**src/rtl/kyber_pkg.sv**
```systemverilog
// Shared definitions for the Kyber KEM sequencer: FSM encoding, hash mode
// constants and the rank-derived ciphertext geometry.
package kyber_pkg;

  typedef enum logic [2:0] {
    ST_IDLE = 3'd0,
    ST_DEC  = 3'd1,
    ST_PRE  = 3'd2,
    ST_ENC  = 3'd3,
    ST_POST = 3'd4,
    ST_FIN  = 3'd5,
    ST_ERR  = 3'd6
  } state_t;

  localparam logic HASH_MODE_G   = 1'b0;  // pre-hash G()
  localparam logic HASH_MODE_KDF = 1'b1;  // post-hash KDF

  // Ciphertext compression widths for module rank k.
  function automatic int du(input int k);
    return (k == 4) ? 11 : 10;
  endfunction

  function automatic int dv(input int k);
    return (k == 4) ? 5 : 4;
  endfunction

  // Ciphertext length in bytes: k compressed polys u plus one compressed poly v.
  function automatic int ct_bytes(input int k);
    return k * 32 * du(k) + 32 * dv(k);
  endfunction

endpackage

```
**src/rtl/kyber_kem_ctrl_if.sv**
```systemverilog
// Engine-side handshake bundle: start/done pairs for the hash and IND-CPA
// engines, the G() K-half, and the re-encryption compare stream.
interface kyber_kem_ctrl_if #(
  parameter int CMP_W = 64
);
  logic             hash_start;
  logic             hash_mode;
  logic             hash_done;
  logic             enc_start;
  logic             enc_done;
  logic             dec_start;
  logic             dec_done;
  logic [255:0]     kr_hi;
  logic             cmp_valid;
  logic [CMP_W-1:0] cmp_a;
  logic [CMP_W-1:0] cmp_b;

  // Sequencer side.
  modport master (
    output hash_start, hash_mode, enc_start, dec_start,
    input  hash_done, enc_done, dec_done, kr_hi, cmp_valid, cmp_a, cmp_b
  );

  // Engine side.
  modport slave (
    input  hash_start, hash_mode, enc_start, dec_start,
    output hash_done, enc_done, dec_done, kr_hi, cmp_valid, cmp_a, cmp_b
  );
endinterface

```
**src/rtl/kyber_ct_cmp.sv**
```systemverilog
// Streaming ciphertext comparator: OR-accumulates word differences and counts
// words; a word past the expected count is itself a difference.
module kyber_ct_cmp #(
  parameter int CMP_W    = 64,
  parameter int CT_WORDS = 96
) (
  input  logic             clk,
  input  logic             rst,
  input  logic             i_clear,
  input  logic             i_en,
  input  logic             i_valid,
  input  logic [CMP_W-1:0] i_a,
  input  logic [CMP_W-1:0] i_b,
  output logic             o_mismatch
);

  localparam int CNT_W = $clog2(CT_WORDS + 1);
  localparam logic [CNT_W-1:0] CNT_FULL = CNT_W'(CT_WORDS);

  logic [CNT_W-1:0] r_cnt;
  logic [CNT_W-1:0] w_cnt_nxt;
  logic             r_diff;
  logic             w_diff_nxt;
  logic             w_take;
  logic             w_over;

  // Next accumulator values; o_mismatch already includes the word in flight so
  // a final word arriving together with enc_done is not lost.
  // NOTE: every always_comb output gets a default first so no path leaves it unassigned (no latch).
  always_comb begin
    w_take     = i_en & i_valid;
    w_over     = (r_cnt == CNT_FULL);
    w_diff_nxt = r_diff | (w_take & ((|(i_a ^ i_b)) | w_over));
    w_cnt_nxt  = r_cnt;
    if (w_take && !w_over) begin
      w_cnt_nxt = r_cnt + 1'b1;
    end
    o_mismatch = w_diff_nxt | (w_cnt_nxt != CNT_FULL);
  end

  // Accumulator registers, cleared on reset and on entry to the compare window.
  // NOTE: sequential state uses non-blocking assignments so every register samples pre-edge values.
  always_ff @(posedge clk) begin
    if (rst || i_clear) begin
      r_cnt  <= '0;
      r_diff <= 1'b0;
    end else begin
      r_cnt  <= w_cnt_nxt;
      r_diff <= w_diff_nxt;
    end
  end

endmodule

```
**src/rtl/kyber_kem_ctrl.sv**
```systemverilog
// Kyber KEM sequencer (Encaps and Fujisaki-Okamoto Decaps). Issues engine start
// pulses, latches Kr_hi from G(), and selects Kr_hi or z for the post-hash.
module kyber_kem_ctrl
  import kyber_pkg::*;
#(
  parameter int KYBER_K     = 2,
  parameter int CT_BYTES    = ct_bytes(KYBER_K),
  parameter int CMP_W       = 64,
  parameter int CT_WORDS    = CT_BYTES * 8 / CMP_W,
  parameter int TIMEOUT_CYC = 2**20
) (
  input  logic             clk,
  input  logic             rst,
  input  logic             i_start,
  input  logic             i_mode,
  input  logic [255:0]     i_z,
  kyber_kem_ctrl_if.master bus,
  output logic [255:0]     o_post_key,
  output logic             o_busy,
  output logic             o_done,
  output logic             o_reject,
  output logic             o_error,
  output logic [2:0]       o_state
);

  localparam int WD_W = $clog2(TIMEOUT_CYC + 1);
  localparam logic [WD_W-1:0] WD_LAST = WD_W'(TIMEOUT_CYC - 1);

  state_t            r_state;
  state_t            w_next;
  logic              w_enter;
  logic              w_accept;
  logic              w_wd_expire;
  logic              w_mismatch;
  logic              r_mode;
  logic [255:0]      r_kr_hi;
  logic              r_reject;
  logic              r_error;
  logic              r_done;
  logic              r_hash_start;
  logic              r_enc_start;
  logic              r_dec_start;
  logic [WD_W-1:0]   r_wdog;

  // Next-state: advance on the matching done; done wins over a same-cycle timeout.
  always_comb begin
    w_next      = r_state;
    w_accept    = (r_state == ST_IDLE) && i_start;
    w_wd_expire = (r_wdog == WD_LAST);
    unique case (r_state)
      ST_IDLE: if (i_start) w_next = i_mode ? ST_DEC : ST_PRE;
      ST_DEC:  if (bus.dec_done)  w_next = ST_PRE;
               else if (w_wd_expire) w_next = ST_ERR;
      ST_PRE:  if (bus.hash_done) w_next = ST_ENC;
               else if (w_wd_expire) w_next = ST_ERR;
      ST_ENC:  if (bus.enc_done)  w_next = ST_POST;
               else if (w_wd_expire) w_next = ST_ERR;
      ST_POST: if (bus.hash_done) w_next = ST_FIN;
               else if (w_wd_expire) w_next = ST_ERR;
      ST_FIN:  w_next = ST_IDLE;
      ST_ERR:  w_next = ST_IDLE;
      default: w_next = ST_IDLE;
    endcase
    w_enter = (w_next != r_state);
  end

  // State register plus one-shot start pulses registered on state entry, so each
  // pulse sits in the first cycle of its state and reset drops it immediately.
  // NOTE: reset is synchronous; it only takes effect on a clock edge.
  always_ff @(posedge clk) begin
    if (rst) begin
      r_state      <= ST_IDLE;
      r_hash_start <= 1'b0;
      r_enc_start  <= 1'b0;
      r_dec_start  <= 1'b0;
      r_done       <= 1'b0;
    end else begin
      r_state      <= w_next;
      r_hash_start <= w_enter && (w_next == ST_PRE || w_next == ST_POST);
      r_enc_start  <= w_enter && (w_next == ST_ENC);
      r_dec_start  <= w_enter && (w_next == ST_DEC);
      // FIN shows done during FIN; a timeout shows it in the IDLE cycle after ERR.
      r_done       <= (w_enter && w_next == ST_FIN) || (r_state == ST_ERR);
    end
  end

  // Watchdog: restarts on every state entry, counts only while awaiting a done.
  always_ff @(posedge clk) begin
    if (rst || w_enter) begin
      r_wdog <= '0;
    end else if (r_state inside {ST_DEC, ST_PRE, ST_ENC, ST_POST}) begin
      r_wdog <= r_wdog + 1'b1;
    end
  end

  // Operation context: mode, Kr_hi and sticky result flags.
  always_ff @(posedge clk) begin
    if (rst) begin
      r_mode   <= 1'b0;
      r_kr_hi  <= '0;
      r_reject <= 1'b0;
      r_error  <= 1'b0;
    end else begin
      if (w_accept) begin
        r_mode   <= i_mode;
        r_reject <= 1'b0;
        r_error  <= 1'b0;
      end
      if (r_state == ST_PRE && bus.hash_done) begin
        r_kr_hi <= bus.kr_hi;
      end
      if (r_state == ST_ENC && bus.enc_done) begin
        r_reject <= r_mode & w_mismatch;
      end
      if (r_state == ST_ERR) begin
        r_error <= 1'b1;
      end
    end
  end

  kyber_ct_cmp #(
    .CMP_W    (CMP_W),
    .CT_WORDS (CT_WORDS)
  ) u_ct_cmp (
    .clk        (clk),
    .rst        (rst),
    .i_clear    (w_enter && w_next == ST_ENC),
    .i_en       (r_state == ST_ENC && r_mode),
    .i_valid    (bus.cmp_valid),
    .i_a        (bus.cmp_a),
    .i_b        (bus.cmp_b),
    .o_mismatch (w_mismatch)
  );

  assign bus.hash_start = r_hash_start;
  assign bus.hash_mode  = (r_state == ST_POST) ? HASH_MODE_KDF : HASH_MODE_G;
  assign bus.enc_start  = r_enc_start;
  assign bus.dec_start  = r_dec_start;

  assign o_post_key = r_reject ? i_z : r_kr_hi;
  assign o_busy     = (r_state != ST_IDLE);
  assign o_done     = r_done;
  assign o_reject   = r_reject;
  assign o_error    = r_error;
  assign o_state    = r_state;

endmodule

```
**src/flat_wrapper.sv**
```systemverilog
// flat-port wrapper written by rule: the top's interface ports become plain ports
module kyber_kem_ctrl_flat import kyber_pkg::*;
#(
  parameter int KYBER_K     = 2,
  parameter int CT_BYTES    = ct_bytes(KYBER_K),
  parameter int CMP_W       = 64,
  parameter int CT_WORDS    = CT_BYTES * 8 / CMP_W,
  parameter int TIMEOUT_CYC = 2**20
)
  (clk, rst, i_start, i_mode, i_z, o_post_key, o_busy, o_done, o_reject, o_error, o_state, bus_hash_start, bus_hash_mode, bus_enc_start, bus_dec_start, bus_hash_done, bus_enc_done, bus_dec_done, bus_kr_hi, bus_cmp_valid, bus_cmp_a, bus_cmp_b);
  kyber_kem_ctrl_if #(.CMP_W(CMP_W)) bus_i ();
  input  logic clk;
  input  logic rst;
  input  logic i_start;
  input  logic i_mode;
  input  logic [255:0] i_z;
  output logic [255:0] o_post_key;
  output logic o_busy;
  output logic o_done;
  output logic o_reject;
  output logic o_error;
  output logic [2:0] o_state;
  output wire logic [$bits(bus_i.hash_start)-1:0] bus_hash_start;
  output wire logic [$bits(bus_i.hash_mode)-1:0] bus_hash_mode;
  output wire logic [$bits(bus_i.enc_start)-1:0] bus_enc_start;
  output wire logic [$bits(bus_i.dec_start)-1:0] bus_dec_start;
  input wire logic [$bits(bus_i.hash_done)-1:0] bus_hash_done;
  input wire logic [$bits(bus_i.enc_done)-1:0] bus_enc_done;
  input wire logic [$bits(bus_i.dec_done)-1:0] bus_dec_done;
  input wire logic [$bits(bus_i.kr_hi)-1:0] bus_kr_hi;
  input wire logic [$bits(bus_i.cmp_valid)-1:0] bus_cmp_valid;
  input wire logic [$bits(bus_i.cmp_a)-1:0] bus_cmp_a;
  input wire logic [$bits(bus_i.cmp_b)-1:0] bus_cmp_b;
  assign bus_hash_start = bus_i.hash_start;
  assign bus_hash_mode = bus_i.hash_mode;
  assign bus_enc_start = bus_i.enc_start;
  assign bus_dec_start = bus_i.dec_start;
  assign bus_i.hash_done = bus_hash_done;
  assign bus_i.enc_done = bus_enc_done;
  assign bus_i.dec_done = bus_dec_done;
  assign bus_i.kr_hi = bus_kr_hi;
  assign bus_i.cmp_valid = bus_cmp_valid;
  assign bus_i.cmp_a = bus_cmp_a;
  assign bus_i.cmp_b = bus_cmp_b;
  kyber_kem_ctrl #(.KYBER_K(KYBER_K), .CT_BYTES(CT_BYTES), .CMP_W(CMP_W), .CT_WORDS(CT_WORDS), .TIMEOUT_CYC(TIMEOUT_CYC)) u_core (.clk(clk), .rst(rst), .i_start(i_start), .i_mode(i_mode), .i_z(i_z), .bus(bus_i), .o_post_key(o_post_key), .o_busy(o_busy), .o_done(o_done), .o_reject(o_reject), .o_error(o_error), .o_state(o_state));
endmodule
```
**config.mk**
```make
export PLATFORM = sky130hd
export DESIGN_NAME = kyber_kem_ctrl_flat
export DESIGN_NICKNAME = d
export VERILOG_FILES = /design/src/rtl/kyber_pkg.sv /design/src/rtl/kyber_kem_ctrl_if.sv /design/src/rtl/kyber_ct_cmp.sv /design/src/rtl/kyber_kem_ctrl.sv /design/src/flat_wrapper.sv
export SDC_FILE = /design/constraint.sdc
export NUM_CORES = 1
export LEC_CHECK = 0
export BUFFER_PORTS_ARGS = -buffer_cell sky130_fd_sc_hd__buf_4
export CAP_MARGIN = 5
export CORE_AREA = 2 2 352 354
export DETAILED_ROUTE_END_ITERATION = 10
export DIE_AREA = 0 0 354 356
export PLACE_DENSITY = 0.4
export SYNTH_ARGS = -nofsm -noshare
export SYNTH_HDL_FRONTEND = slang
export SYNTH_HIERARCHICAL = 1
export SYNTH_SLANG_ARGS = --single-unit
```
**constraint.sdc**
```tcl
create_clock -name clk -period 2.1 [get_ports clk]
set_clock_uncertainty 0.1 [all_clocks]
set_input_delay 0.42 -clock clk [delete_from_list [all_inputs] [get_ports clk]]
set_output_delay 0.42 -clock clk [all_outputs]
set_load 0.01 [all_outputs]
```
# Yosys cells after proc, flatten, opt, wreduce, memory -nomap -nowiden
# Cells that the tools add are included.
# op_classes
add_sub_neg	2
n_eq_ne	14
mux	14
n_bitwise	7
reduce_logical	20
# op_table
operator	n
256-bit two-way mux	1
64-bit OR reduction	1
64-bit bitwise XOR	1
21-bit by 1-bit adder with 21-bit output (second input constant)	1
21-bit by 20-bit equality test with 1-bit output (second input constant)	1
3-bit two-way mux	6
3-bit case mux with 5 select lines	1
3-bit by 2-bit equality test with 1-bit output (second input constant)	4
3-bit equality test (second input constant)	4
1-bit logical AND	9
7-bit by 1-bit adder with 7-bit output (second input constant)	1
7-bit equality test (second input constant)	1
7-bit two-way mux	1
7-bit != test (second input constant)	1
3-bit by 1-bit equality test with 1-bit output (second input constant)	2
1-bit logical OR	4
1-bit two-way mux	4
2-bit nonzero test	2
4-bit nonzero test	1
1-bit bitwise AND	3
3-bit logical NOT	1
3-bit != test	1
1-bit OR	3
3-bit nonzero test	1
2 further kinds	2
# word_totals
register_bits	295
input_bits	648
out_inout_bits	267
elab_cells	69

# Depth between registers and ports, before layout
# Gate-level depths: netlist of the first run.
# logic_depth
depth_word	9
mapped_depth	11
mapped_depth_nobuf	10

# By module
# The synthesis of the first run kept the hierarchy.
# by_module_without_submodules
module	instances	cells_per_inst	area_per_inst_um2	seq_area_each_um2
kyber_kem_ctrl	1	1587	13355.3	5745.5
kyber_ct_cmp	1	145	1194.9	160.2

# Worst setup path before layout of the first run
# Ideal clock, no wire load.
# synth_timing
path_type	register to register
start	register u_core.r_state[1], in the netlist u_core/o_state[1]
end	register u_core.r_reject, in the netlist u_core/o_reject
setup_ns	0.132
arrival_time_ns	2.073
required_time_ns	1.868
path_slack_ns	-0.206
stages_incl_launch_ff	12
n_path_buf	1
synth_period_minus_slack_ns	2.306
cell_sequence	dfxtp_1 -> buf_2 -> inv_2 -> nor2_2 -> and3_1 -> and3_1 -> a21boi_1 -> nand3_1 -> a222oi_1 -> nand3_1 -> nand3_1 -> a21oi_1
# synth_via
elab_chain_len	9
elab_cells_between_ends	15
cone_classes	eq/ne (2); mux (2); bitwise (5); reduce/logical (6)
# synth_rtl
element	line	source
from (decl)	kyber_kem_ctrl.sv:29	state_t r_state;
from (signal assigned)	kyber_kem_ctrl.sv:78	r_state <= w_next;
3-bit by 2-bit equality test with 1-bit output (*)	kyber_kem_ctrl.sv:128	.i_en (r_state == ST_ENC && r_mode),
1-bit logical AND (*)	kyber_kem_ctrl.sv:128	
1-bit bitwise AND (*)	kyber_ct_cmp.sv:31	w_take = i_en & i_valid;
1-bit logical AND	kyber_ct_cmp.sv:35	if (w_take && !w_over) begin
7-bit two-way mux	kyber_ct_cmp.sv:35	
7-bit != test	kyber_ct_cmp.sv:38	o_mismatch = w_diff_nxt | (w_cnt_nxt != CNT_FULL);
1-bit OR (*)	kyber_ct_cmp.sv:38	
named net u_core.w_mismatch	kyber_kem_ctrl.sv:34	logic w_mismatch;
1-bit bitwise AND (*)	kyber_kem_ctrl.sv:113	r_reject <= r_mode & w_mismatch;
1-bit two-way mux (*)	kyber_kem_ctrl.sv:112	if (r_state == ST_ENC && bus.enc_done) begin
to (signal assigned)	kyber_kem_ctrl.sv:113	
to (decl)	kyber_kem_ctrl.sv:37	logic r_reject;
# Mark *: on every way through the listed nets, which the timed path passes. The rest lies on a longest branch.
# A chain may end at the register's enable or synchronous reset.

# Worst setup path after layout of the first run
# layout_timing
start	register u_core.r_reject, in the netlist u_core/o_reject
end	output o_post_key[32]
# layout_via
elab_chain_len	1
# layout_rtl
element	line	source
256-bit two-way mux	kyber_kem_ctrl.sv:140	assign o_post_key = r_reject ? i_z : r_kr_hi;
to (decl)	flat_wrapper.sv:17	output logic [255:0] o_post_key;
# No other way between the ends.

==> results of run 1 <==
-- what timing repair did --
action / CTS / global route
gates resized for setup: 16 / 222
setup buffers: 7 / 18
setup endpoints to repair: 260 / 297
pin swaps: 1 / 18
endpoints found under the hold margin: 249 / 0
hold buffers: 249 / 0
cloned: 0 / 16
-- cell usage after synthesis (all sizes together) (2+ instances only) --
master / number / area, sq um
a2111oi: 2 / 30.0
a211o: 2 / 17.5
a211oi: 24 / 180
a21boi: 2 / 15.0
a21oi: 267 / 1340
and2: 6 / 37.5
and3: 7 / 43.8
and4: 6 / 52.6
buf: 36 / 184
clkbuf: 92 / 345
dfxtp: 295 / 5910
ha: 3 / 37.5
inv: 7 / 26.3
mux2: 256 / 2880
mux2i: 2 / 20.0
nand2: 520 / 1950
nand2b: 4 / 25.0
nand3: 22 / 110
nand3b: 2 / 15.0
nand4: 14 / 87.6
nor2: 18 / 70.1
nor2b: 2 / 12.5
nor3: 10 / 50.1
nor4: 14 / 87.6
o2111ai: 2 / 17.5
o21ai: 3 / 15.0
o31ai: 3 / 27.5
or2: 2 / 12.5
or3: 4 / 25.0
or3b: 2 / 20.0
xnor2: 24 / 210
xor2: 67 / 587
-- worst paths after layout --
check | end | depth (start not counted) | from | slack, ns
min | u_core/r_kr_hi[213] | 3 | bus_kr_hi[213] | 0.05
max | o_post_key[32] | 4 | u_core/o_reject | -0.46
max reg2reg | u_core/o_reject | 11 | u_core/o_state[1] | -0.20
min reg2reg | u_core/r_kr_hi[209] | 2 | u_core/r_kr_hi[209] | 0.35
-- worst min-delay path: stages --
cell	delay (ns)
buf_4	0.13
nand2_1	0.08
a21oi_1	0.06
-- layout make-up --
cell class	instances	area, sq um
timing repair buffer	1327	11600
multi-input combinational	1302	8650
fill	13600	93000
antenna	3	7.51
inverter	7	38.8
clock buffer	60	1250
tap	1637	2050
sequential	295	5920
clock inverter	14	211
-- placed cells by master, fill, tap and decap left out, types with 6 or more instances in the layout --
| cell | Yosys | layout |
|---|---|---|
| a211oi_2 | 0 | 20 |
| a21oi_1 | 266 | 265 |
| and2_1 | 6 | 6 |
| buf_12 | 0 | 23 |
| buf_16 | 0 | 7 |
| buf_4 | 0 | 947 |
| buf_6 | 1 | 81 |
| buf_8 | 0 | 9 |
| clkbuf_16 | 0 | 53 |
| clkbuf_8 | 0 | 13 |
| dfxtp_1 | 295 | 289 |
| dlygate4sd3_1 | 0 | 249 |
| mux2_2 | 256 | 184 |
| mux2_4 | 0 | 72 |
| nand2_1 | 520 | 519 |
| nand3_1 | 22 | 18 |
| nand4_1 | 14 | 14 |
| nor2_1 | 17 | 17 |
| nor3_1 | 10 | 10 |
| nor4_1 | 14 | 13 |
| xnor2_1 | 24 | 24 |
| xor2_1 | 67 | 67 |
-- power by group --
| part | switching [mW] | internal, mW |
|---|---|---|
| logic | 1.73 | 2.28 |
| registers | 0.154 | 5.84 |
| clock network | 2.97 | 4.63 |
| total | 4.85 | 12.8 |
-- flip-flops by register name, summed over array words and instances, names as in the netlist, 3 cells and up --
signal,cells
u_core/r_kr_hi,256
u_core/r_wdog,21
u_core/u_ct_cmp/r_cnt,7
u_core/o_state,3
-- through the flow --
step                      hold WS [ns]  std cells  TNS [ns]  util [%]  power [mW]
final                           0.0543       4645    -93.25      24.2        17.6
after global routing            0.0307       4643   -116.25      24.2        18.4
after CTS                       0.0112       4608   -115.41      23.1        17.6
after detailed placement         0.344       4279    -0.909      19.7        9.34
after global placement           0.337       4279    -0.907      19.7        9.33
after floorplan                  0.334       1732     -1.09         -        7.21
-- cells by family after synthesis --
logic type,after synthesis
xor+xnor,91
fa+ha+maj,3
mux,258
flops,295
simple gates,637
buf+inv,135
compound gates,313
-- layer usage --
metal  track usage [%]  part of all wire (%)
met3              4.36                   7.5
met4              2.53                   1.9
met1              15.5                    42
met2              21.7                    48
met5                 0                 0.020
==> summary.md, run 1 <==
| Metric | Value |
|---|---|
| Post-Synth Adder-Cell Area | 0.258% |
| DR vias/cell | 3.65 |
| Synth Flop Type | dfxtp_1 |
| Main combinational cell family by area after synthesis | multiplexers |
| Full die area | 126000 sq um |
| # DRC | 0 |
| Crit-path slowest cell | dfxtp_4 |
| Post-synth EDFFs | 0 |
| Mean post-synth cell area | 8.40 sq um |
| Power per Cell Area | 593 nW/um^2 |
| Worst slack, placed | -0.588 ns |
| Violated checks | setup timing |
| Gpl congestion | 0.860 |
| Starting Density | 11.9% |
| Fin. max-slew vios | 0 |
| Min Tclk post-route | 2.56 ns |
| Crit path cell chain | buf_16 -> buf_8 -> mux2_2 -> buf_4 |
| P_leak | 12.6 nW |
| H-tree depth | 2 |
| Worst-margin pin slew | 1.14 ns |
| CTS clk-pin slew, worst paths | 0.06 ns |
| Total GRT Usage | 12.8% |
| Fmax | 391 MHz |
| CP top delay family | buffers and inverters |
| Core Rows | 129 |
| Drt total wl | 89500 um |
| Worst setup SP type | register |
| CTS max path bufs | 3 |
| Core ar. | 123000 sq um |
| Post-Synthesis Cells | 1732 |
| Setup WS post-layout | -0.456 ns |
| Xor-xnor portion of the synthesized cell area | 5.48% |
| WP data arrival | 2.04 ns |
| Synth warn | 6 |
| Ys async rst share | 0% |
| Hold Crit Class | in2reg |
| Clock tree root buffer cell | clkbuf_16 |
| Vias | 17000 |
| # Max-Cap Violations | 0 |
| Largest net degree at the start of global routing | 71 |
| Final setup vio count | 272 |
| Worst-path fanout max | 13 |
| Detail Placement HPWL | 69400 um |
| Die Y-Extent | 356 um |
| Clock sink total | 295 |
| RSZ-0062 raised after global routing | yes |
| Post-synthesis compound-gate area fraction | 11.8% |
| Number of global-route vias before repair | 17000 |
| Multiplexer share of the synthesized area | 20.0% |
| Final #Nets | 3625 |
| Post-synthesis simple-gate area fraction | 18.1% |
| Crit-path max cell delay | 0.42 ns |
| Post-route antenna net violation count | 0 |
| # IOs | 915 |
| Distinct cells, synth | 52 |
| Initial DRT Pass Iterations | 5 |
| Fraction of layout cells with a size suffix above 1 | 48.7% |
| Post-Syn Area | 14600 sq um |
| IO Port Bufs | 914 |
| Die width | 354 um |
| Placed cell areas | 24200 sq um |
| Syn nets | 2383 |
| Crit. End Element | primary output |
| Post-DR wirelength/cell | 19.3 um |
| First-pass GRT wire length | 118000 um |
| Synth-to-Final Area Change | 104% |
| GRT overflow | 0 |
| Final Hold Viols | 0 |
| Critical Path RT | 1.58 ns |
| Final worst-path cycle share | 122% |
| Synthesis-stage register bit count | 295 |
| Status | complete, but fails checks |
| Post-route cell area | 29700 sq um |
| CTS tree | built |
| Slew headroom | 23.4% |
| Crit Path Category | reg2out |
| Maximum VDD drop | 0.502 mV |
| 1st-iter DRT viols | 724 |
| Crit path buffers/inverters | 3 |
| Sequential-to-total area share from yosys stat | 40.6% |
| Initial antenna violation count | 3 |
| Clock buffer count from CTS | 41 |
| Worst-Skew Late Latency | 0.59 ns |
Power figures use the tool's default switching activity.
==> inputs of run 2 (changes only) <==
--- a/config.mk
+++ b/config.mk
@@ -5,12 +5,13 @@
 export SDC_FILE = /design/constraint.sdc
 export NUM_CORES = 1
 export LEC_CHECK = 0
+export ABC_AREA = 1
 export BUFFER_PORTS_ARGS = -buffer_cell sky130_fd_sc_hd__buf_4
 export CAP_MARGIN = 5
-export CORE_AREA = 2 2 352 354
+export CORE_AREA = 2 2 361 363
 export DETAILED_ROUTE_END_ITERATION = 10
-export DIE_AREA = 0 0 354 356
-export PLACE_DENSITY = 0.4
+export DIE_AREA = 0 0 363 365
+export PLACE_DENSITY = 0.39
 export SYNTH_ARGS = -nofsm -noshare
 export SYNTH_HDL_FRONTEND = slang
 export SYNTH_HIERARCHICAL = 1
==> summary.md, run 2 <==
| Metric | Value |
|---|---|
| Drt total wl | 94900 um (+6.1%) |
| 1st-iter DRT viols | 762 (+5.2%) |
| Most frequent cells in the layout | buf_4 (925), inv_1 (345), nand2_1 (334) |
| Net Switching | 5.93 mW (+22%) |
| Gpl congestion | 0.831 (-3.3%) |
| Maximum VDD drop | 0.442 mV (-12%) |
| Sequential-to-total area share from yosys stat | 39.9% (-0.70 points) |
| CTS clk-pin slew, worst paths | 0.06 ns (about the same) |
| Crit Path Category | reg2out |
| Non-Filler Instances | 5194 (+12%) |
| Full die area | 132000 sq um (+5.1%) |
| Detail Placement HPWL | 70500 um (+1.5%) |
| DR vias/cell | 3.66 (+0.19%) |
| Synthesis-stage register bit count | 295 (unchanged) |
| H-tree depth | 2 (unchanged) |
| Initial antenna violation count | 5 (+2) |
| Final setup vio count | 259 (-4.8%) |
| Area contributors post-synth | dfxtp_1 (40%), o21ai_0 (16%), nand2_1 (11%), a21oi_1 (9.0%), inv_1 (8.8%) |
| IO Port Bufs | 914 (unchanged) |
| Fin. max-slew vios | 0 (unchanged) |
| Status | complete, but fails checks |
| Combinational Power Share | 29.2% (+6.4 points) |
| Post-route antenna net violation count | 0 (unchanged) |
| Die width | 363 um (+2.5%) |
| Worst-path fanout max | 7 (-6) |
| Worst slack, placed | -0.312 ns (+0.276 ns) |
| Fmax | 399 MHz (+2.0%) |
| Most common cell after layout, fill and taps aside | buf_4 |
| Largest Register | u_core/r_kr_hi |
| Syn nets | 2887 (+21%) |
| Max reg flops | 256 (unchanged) |
| Core Rows | 132 (+2.3%) |
| Die Y-Extent | 365 um (+2.5%) |
| Final Hold Viols | 0 (unchanged) |
| R2r setup slk | -0.02 ns (+0.18 ns) |
| Violated checks | setup timing |
| # Max-Cap Violations | 0 (unchanged) |
| Largest net degree at the start of global routing | 50 (-30%) |
| Clock sink total | 295 (unchanged) |
| RSZ-0062 raised after global routing | yes |
| Number of global-route vias before repair | 18400 (+8.2%) |
| P_leak | 13.6 nW (+8.4%) |
| Post-route cell area | 31600 sq um (+6.3%) |
| GRT overflow | 0 (unchanged) |
| CTS tree | built |
| Clock buffer count from CTS | 41 (unchanged) |
| Top cells by count, synth | o21ai_0 (487), nand2_1 (415), inv_1 (346) |
| Clock power frac | 38.5% (-4.6 points) |
| Synth-to-Final Area Change | 113% |
| Ys async rst share | 0% (unchanged) |
| Mean post-synth cell area | 6.62 sq um (-21%) |
| Count leader, synth | o21ai_0 |
| Core ar. | 129000 sq um (+4.9%) |
| Distinct cells, synth | 34 (-35%) |
| Starting Density | 11.5% (-0.35 points) |
| Synth Flop Type | dfxtp_1 |
| # DRC | 0 (unchanged) |
| Worst-margin pin slew | 0.558 ns (-0.580 ns) |
| Largest regs | u_core/r_kr_hi: 256 flops, u_core/r_wdog: 21 flops, u_core/u_ct_cmp/r_cnt: 7 flops |
| Synth warn | 6 (unchanged) |
| Top cell type's share of synthesized area | 39.9% (-0.70 points) |
| First-pass GRT wire length | 125000 um (+5.7%) |
| Final worst-path cycle share | 119% (-2.4 points) |
| Switching share of power | 30.5% (+3.0 points) |
| Post-Synthesis Cells | 2236 (+29%) |
| Post-synth top area cell | dfxtp_1 |
| Worst-Skew Late Latency | 0.58 ns (about the same) |
| Setup WS post-layout | -0.406 ns (+0.0497 ns) |
| Int Power | 13.5 mW (+5.9%) |
| WP data arrival | 1.99 ns (-0.05 ns) |
| Hold Crit Class | in2reg |
| Hold WS | 0.0507 ns (-0.00357 ns) |
| Slew headroom | 62.8% (+39 points) |
| Power per Cell Area | 616 nW/um^2 (+3.8%) |
| Placed cell areas | 24500 sq um (+1.2%) |
| Vias | 19000 (+12%) |
| Reg power frac | 32.2% (-1.8 points) |
| Total GRT Usage | 12.8% (+0.058 points) |
| Placed cells | 4812 (+12%) |
| Post-synth EDFFs | 0 (unchanged) |
| Post-Syn Area | 14800 sq um (+1.7%) |
| Total power draw | 19.4 mW (+10%) |
| Post-DR wirelength/cell | 18.3 um (-5.2%) |
| Critical Path RT | 1.58 ns (about the same) |
| # IOs | 915 (unchanged) |
| Clock tree root buffer cell | clkbuf_16 |
| Crit. End Element | primary output |
| CTS max path bufs | 3 (unchanged) |
| Worst setup SP type | register |
| Min Tclk post-route | 2.51 ns (-0.0497 ns) |
| Initial DRT Pass Iterations | 4 (-1) |
| Final #Nets | 4136 (+14%) |
| Fraction of layout cells with a size suffix above 1 | 41.4% (-7.3 points) |
==> run 2: cell count changes after synthesis, sizes merged, moves of 24 or more <==
| cell | change |
|---|---|
| o21ai | +511 |
| inv | +347 |
| mux2 | -256 |
| nand2 | -102 |
| nor2 | +102 |
| xor2 | -50 |
| clkbuf | +35 |
| a211oi | -24 |
==> run 2: worst paths after layout <==
kind	from	to	cells past startpoint
setup / recovery	u_core/o_reject	o_post_key[250]	6
setup reg to reg	u_core/o_state[1]	u_core/r_kr_hi[14]	9
hold reg to reg	u_core/r_kr_hi[207]	u_core/r_kr_hi[207]	2
hold / removal	bus_kr_hi[142]	u_core/r_kr_hi[142]	3
==> run 2: cells by family (layout without fill, tap and decap cells) <==
logic type,Yosys count,count (layout),synth area share (%)
AOI/OAI and AO/OA,784,784,26.6
adders and majority gates,3,3,0.254
xor gates and xnor gates,61,61,3.66
and+or+nand+nor,588,588,16.4
buffers and inverters,501,1782,13.0
DFF,295,295,39.9
other,0,2,0
muxes,4,4,0.270
==> run 2: metrics by stage <==
step           TNS, ns  util, %
6_report        -66.50     24.5
5_1_grt         -98.37     24.5
4_1_cts         -95.16     23.2
3_5_place_dp     -2.53     19.1
3_3_place_gp     -2.69     19.1
2_1_floorplan        0        -
==> run 2: cell type report <==
class / instances / area (sq um)
fill: 14300 / 97100
tap: 1675 / 2100
multi-input combinational: 1440 / 8320
inverter: 354 / 1340
antenna: 2 / 5.00
clock buffer: 55 / 1160
sequential: 295 / 5910
timing repair buffer: 1353 / 12500
clock inverter: 20 / 264
==> run 2: what timing repair did <==
item,4_1_cts,5_1_grt
buffers inserted,17,18
cloned,21,27
hold buffers,228,0
setup endpoints to repair,261,303
pin swaps,23,37
gates resized for setup,343,328
endpoints found under the hold margin,228,0
==> run 2: power by group through the flow <==
stage / clock network, mW / registers [mW] / logic (mW)
finish: 7.49 / 6.26 / 5.68
CTS: 7.85 / 6.26 / 5.49
floorplan: 0 / 6.37 / 1.81
global route: 8.02 / 6.31 / 6.13
global placement: 0 / 6.38 / 4.84
detailed placement: 0 / 6.38 / 4.86
==> run 2: layer usage <==
layer  GRT usage [%]  vias up  part of all wire, %
met2            21.6      553                   48
met3            2.74       98                  5.4
met5               0        -                    0
li1                -     9675                    -
met4            4.21        0                  3.2
met1            16.2     8675                   44
==> run 2: critical path: stages (launching register included) <==
cell and delay, ns:
dfxtp_4 0.38, buf_12 0.17, buf_12 0.15, buf_4 0.15, clkbuf_16 0.16, o21ai_2 0.21
buf_4 0.16
